## src/rtl/pad_pkg.sv

```systemverilog
// Shared sizing constants and helpers for the padding / unpadding blocks.
package pad_pkg;

    localparam int DW_DEFAULT   = 32;
    localparam int SIZE_DEFAULT = 5;

    // Side length of a padded frame built from a SIZE x SIZE matrix.
    function automatic int psize(input int size);
        return 2 * size - 1;
    endfunction

endpackage

```

## src/rtl/unpad_crop_stream_reg.sv

```systemverilog
// Single-entry valid/ready output register; payload is opaque to this block.
module stream_reg #(
    parameter int W = 33
) (
    input  logic         clk,
    input  logic         reset,
    input  logic         load_i,
    input  logic [W-1:0] data_i,
    input  logic         ready_i,
    output logic         valid_o,
    output logic [W-1:0] data_o,
    output logic         accept_o
);

    logic         valid_q, valid_d;
    logic [W-1:0] data_q, data_d;

    // A load always wins over a drain so back-to-back transfers leave no bubble.
    always_comb begin
        valid_d = valid_q;
        data_d  = data_q;
        if (load_i) begin
            valid_d = 1'b1;
            data_d  = data_i;
        end else if (valid_q && ready_i) begin
            valid_d = 1'b0;
        end
    end

    always_ff @(posedge clk) begin
        if (reset) begin
            valid_q <= 1'b0;
            data_q  <= '0;
        end else begin
            valid_q <= valid_d;
            data_q  <= data_d;
        end
    end

    assign valid_o  = valid_q;
    assign data_o   = data_q;
    assign accept_o = !valid_q || ready_i;

endmodule

```

## src/rtl/unpad_crop.sv

```systemverilog
// Crops a SIZE x SIZE window out of a row-major (2*SIZE-1)^2 padded stream,
// flagging frames whose in_last does not line up with the final element.
module unpad_crop
    import pad_pkg::*;
#(
    parameter int SIZE    = SIZE_DEFAULT,
    parameter int DW      = DW_DEFAULT,
    parameter int ROW_OFF = 0,
    parameter int COL_OFF = 0
) (
    input  logic          clk,
    input  logic          reset,
    input  logic [DW-1:0] in_data,
    input  logic          in_valid,
    input  logic          in_last,
    output logic          in_ready,
    output logic [DW-1:0] out_data,
    output logic          out_valid,
    output logic          out_last,
    input  logic          out_ready,
    output logic          frame_err
);

    localparam int PSIZE = psize(SIZE);
    localparam int CW    = $clog2(PSIZE);

    localparam logic [CW-1:0] PMAX     = CW'(PSIZE - 1);
    localparam logic [CW-1:0] ROW_LAST = CW'(ROW_OFF + SIZE - 1);
    localparam logic [CW-1:0] COL_LAST = CW'(COL_OFF + SIZE - 1);
    localparam logic [CW:0]   ROW_LO   = (CW+1)'(ROW_OFF);
    localparam logic [CW:0]   COL_LO   = (CW+1)'(COL_OFF);
    localparam logic [CW:0]   SIZE_W   = (CW+1)'(SIZE);

    logic [CW-1:0] r_q, r_d, c_q, c_d;
    logic          frame_err_q, frame_err_d;
    logic [CW:0]   row_rel, col_rel;
    logic          kept, kept_last, xfer, at_end;
    logic [DW:0]   out_payload;

    // Offsetting wraps positions before the window to a value above SIZE,
    // so one unsigned compare per axis covers both bounds.
    assign row_rel   = {1'b0, r_q} - ROW_LO;
    assign col_rel   = {1'b0, c_q} - COL_LO;
    assign kept      = (row_rel < SIZE_W) && (col_rel < SIZE_W);
    assign kept_last = (r_q == ROW_LAST) && (c_q == COL_LAST);
    assign xfer      = in_valid && in_ready;
    assign at_end    = (r_q == PMAX) && (c_q == PMAX);

    always_comb begin
        r_d         = r_q;
        c_d         = c_q;
        frame_err_d = 1'b0;
        if (xfer) begin
            if (in_last || at_end) begin
                r_d         = '0;
                c_d         = '0;
                frame_err_d = in_last ^ at_end;
            end else if (c_q == PMAX) begin
                c_d = '0;
                r_d = r_q + CW'(1);
            end else begin
                c_d = c_q + CW'(1);
            end
        end
    end

    always_ff @(posedge clk) begin
        if (reset) begin
            r_q         <= '0;
            c_q         <= '0;
            frame_err_q <= 1'b0;
        end else begin
            r_q         <= r_d;
            c_q         <= c_d;
            frame_err_q <= frame_err_d;
        end
    end

    stream_reg #(
        .W (DW + 1)
    ) u_out_reg (
        .clk      (clk),
        .reset    (reset),
        .load_i   (xfer && kept),
        .data_i   ({in_data, kept_last}),
        .ready_i  (out_ready),
        .valid_o  (out_valid),
        .data_o   (out_payload),
        .accept_o (in_ready)
    );

    assign out_data  = out_payload[DW:1];
    assign out_last  = out_payload[0];
    assign frame_err = frame_err_q;

endmodule

```

## config.mk

```make
export PLATFORM = sky130hd
export DESIGN_NAME = unpad_crop
export DESIGN_NICKNAME = d
export VERILOG_FILES = /design/src/rtl/pad_pkg.sv /design/src/rtl/unpad_crop_stream_reg.sv /design/src/rtl/unpad_crop.sv
export SDC_FILE = /design/constraint.sdc
export NUM_CORES = 1
export LEC_CHECK = 0
export ABC_AREA = 1
export CAP_MARGIN = 10
export CORE_MARGIN = 1.5
export CORE_UTILIZATION = 48
export CTS_CLUSTER_DIAMETER = 100
export DETAILED_ROUTE_END_ITERATION = 12
export PLACE_DENSITY = 0.85
export SKIP_LAST_GASP = 1
export SLEW_MARGIN = 0
export SYNTH_ARGS = -nofsm -noshare
export SYNTH_HDL_FRONTEND = slang
export SYNTH_SLANG_ARGS = --single-unit
```

## constraint.sdc

```tcl
create_clock -name clk -period 2.3 [get_ports clk]
set_input_delay 0.46 -clock clk [delete_from_list [all_inputs] [get_ports clk]]
set_output_delay 0.46 -clock clk [all_outputs]
set_load 0.1 [all_outputs]
```

==> flow_summary.json <==
{
  "synth_top_area_frac": 0.423,
  "io_buffers": 72,
  "die_x_um": 68.1,
  "grt_max_degree": 35,
  "setup_tns_ns": 0,
  "vias_per_cell": 4.70,
  "hold_end": "u_out_reg.data_o[28]",
  "synth_edf_count": 0,
  "rsz0062_at_grt": "false",
  "clockBufferDepth": 2,
  "setup_viol": 0,
  "postCtsSetupBuffers": 0,
  "coreArea_um2": 4030,
  "synthCells": 300,
  "post_drt_wl_per_cell_um": 11.0,
  "die_y_um": 68.1,
  "min_path_cells": 2,
  "slowest_stage": "dfxtp_1",
  "yosys_warnings": 0,
  "clk_latency_ns": 0.29,
  "vias": 1978,
  "dieArea_um2": 4640,
  "htreeDepth": 2,
  "grt_pass1_vias": 1721,
  "drt_iter0_drc": 120,
  "p_per_area_nw_per_um2": 737,
  "cts_tree": "yes",
  "period_minus_slack_ns": 1.83,
  "firstDrtPassIters": 4,
  "cts.sinks": 43,
  "path_clk_slew_ns": 0.08,
  "avgSynthCellArea_um2": 6.78,
  "ff2ff_path_depth": 10,
  "fin_skew_ns": 0.00570,
  "routed_wl_um": 4630,
  "antenna_found_initial": 0,
  "rows": 23,
  "async_flop_share": 0,
  "ios": 73,
  "cts_root_buffer": "clkbuf_8",
  "dp_cells": 414,
  "dp_hpwl_um": 3340,
  "drc": 0,
  "cts-buffers-inserted": 5,
  "ir_drop_uv": 385,
  "start_util": 0.505,
  "netlist_top_cells_area": "dfxtp_1, nor2_1, nand2_1, nand3_1, inv_1",
  "area_growth_pct": 38.7,
  "ant_nets": 0,
  "track_usage": 0.206,
  "synth-seq-cells": 43,
  "hp-class": "register to register",
  "syn_nets": 344,
  "reg2reg_setup_slack_ns": 0.47,
  "cts_hold_buf": 0,
  "r2r_start": "c_q[0]",
  "cts_resized": 0,
  "postLayoutCoreUtil": 0.701,
  "final-max-slew-violation-count": 0,
  "tightest_slew_ns": 0.707,
  "critical_path_class": "register to register",
  "finalCritPeriodShare": 0.797,
  "grt_overflow": 0,
  "hold_viol": 0,
  "start_kind": "register",
  "crit_path_cell_trace": "inv_1, ha_1, nand3_1, inv_1, nand4_1, ha_1, nand2_1, nand2_1, o21ai_0, nor2_1",
  "synth_top_cell_by_area": "dfxtp_1",
  "r2r_end": "r_q[3]",
  "max_stage_delay_ns": 0.35,
  "critPathArrivalTime_ns": 2.01,
  "synth_area_um2": 2030,
  "diodes": 0,
  "grt_pass1_wl_um": 7280,
  "p_leak_nw": 1.45,
  "status": "finished clean",
  "synth_cell_types": 22,
  "cap_violations": 0,
  "clock.fmax_mhz": 545,
  "stdcell_count": 421,
  "nets": 415,
  "place.gp.congestion": 0.858,
  "synth_common_cells": "nor2_1, nand2_1, dfxtp_1",
  "cp_max_fo": 4,
  "setup.worst_path.start": "c_q[0]",
  "synth_top_flop_cell": "dfxtp_1",
  "critical_path_required_ns": 2.48,
  "endpoint_kind": "register",
  "drive_gt1_frac": 0.159,
  "hold_start": "u_out_reg.data_o[28]",
  "synth_most_common_cell": "nor2_1",
  "seq_area_frac_synth": 0.423,
  "timing.slew.headroom": 0.528
}
flip-flops by register name (all words and copies together), names as in the netlist:
name,cells
u_out_reg.valid_o,1
r_q,4
c_q,4
u_out_reg.data_o,33
frame_err,1
worst max-delay path, delay by kind of cell, from the launching register on:
family                     cells  cell delay, ns
buffers and inverters          2            0.16
adders and majority gates      2            0.44
and+or+nand+nor                5            0.58
AOI/OAI and AO/OA              1            0.19
DFF                            1            0.35
worst max path at each step:
stage	end	slack [ns]
final	r_q[3]	0.47
after floorplan	u_out_reg.data_o[0]	0.21
after detailed placement	c_q[2]	0.42
after global routing	r_q[3]	0.28
after CTS	r_q[3]	0.46
after global placement	u_out_reg.data_o[28]	0.48
cell families after synthesis:
group,count (synthesis),share of synthesized area
AO/OA/AOI/OAI,9,0.0258
XOR/XNOR,2,0.00861
adder cells (fa/ha/maj),7,0.0430
buffers and inverters,59,0.123
flip-flops,43,0.423
AND/OR/NAND/NOR,180,0.376
layout by cell type (no fill, tap or decap), types with 2 or more instances in the layout:
master / synthesis / final
inv_1: 42 / 42
a21oi_1: 6 / 6
nand3_1: 40 / 40
buf_12: 0 / 2
buf_4: 0 / 39
nand2_1: 56 / 56
inv_2: 4 / 4
clkbuf_8: 0 / 5
nor2_1: 76 / 76
xnor2_1: 2 / 2
nand4_1: 2 / 2
nor2_2: 2 / 2
dfxtp_1: 43 / 43
ha_1: 7 / 7
clkdlybuf4s50_1: 0 / 36
stage by stage:
step	hold slack (ns)	power [mW]	worst slack, ns	area (um^2)
6_report	0.487	2.08	0.466	2820
2_1_floorplan	0.469	1.36	0.213	2030
5_1_grt	0.505	2.17	0.276	2820
3_3_place_gp	0.464	1.53	0.476	2720
4_1_cts	0.488	2.10	0.455	2820
3_5_place_dp	0.475	1.54	0.420	2720
layout make-up:
| type | count | area (um^2) |
|---|---|---|
| timing repair buffer | 77 | 693 |
| tap | 50 | 62.6 |
| clock buffer | 6 | 72.6 |
| multi-input combinational | 198 | 931 |
| clock inverter | 1 | 30.0 |
| inverter | 46 | 173 |
| sequential | 43 | 861 |
| fill | 356 | 1210 |
per-layer routing:
layer / share of wire / up-vias / GRT usage
met5: 0 / - / 0
met4: 0.013 / 0 / 0.0650
met3: 0.063 / 6 / 0.0510
met2: 0.50 / 63 / 0.357
met1: 0.43 / 860 / 0.248
li1: - / 1049 / -
power by group:
part | switching (mW) | internal, mW | total [mW]
registers | 0.0310 | 0.798 | 0.829
logic | 0.505 | 0.187 | 0.692
clock network | 0.243 | 0.318 | 0.561
total | 0.778 | 1.30 | 2.08
Power figures use the tool's default switching activity.
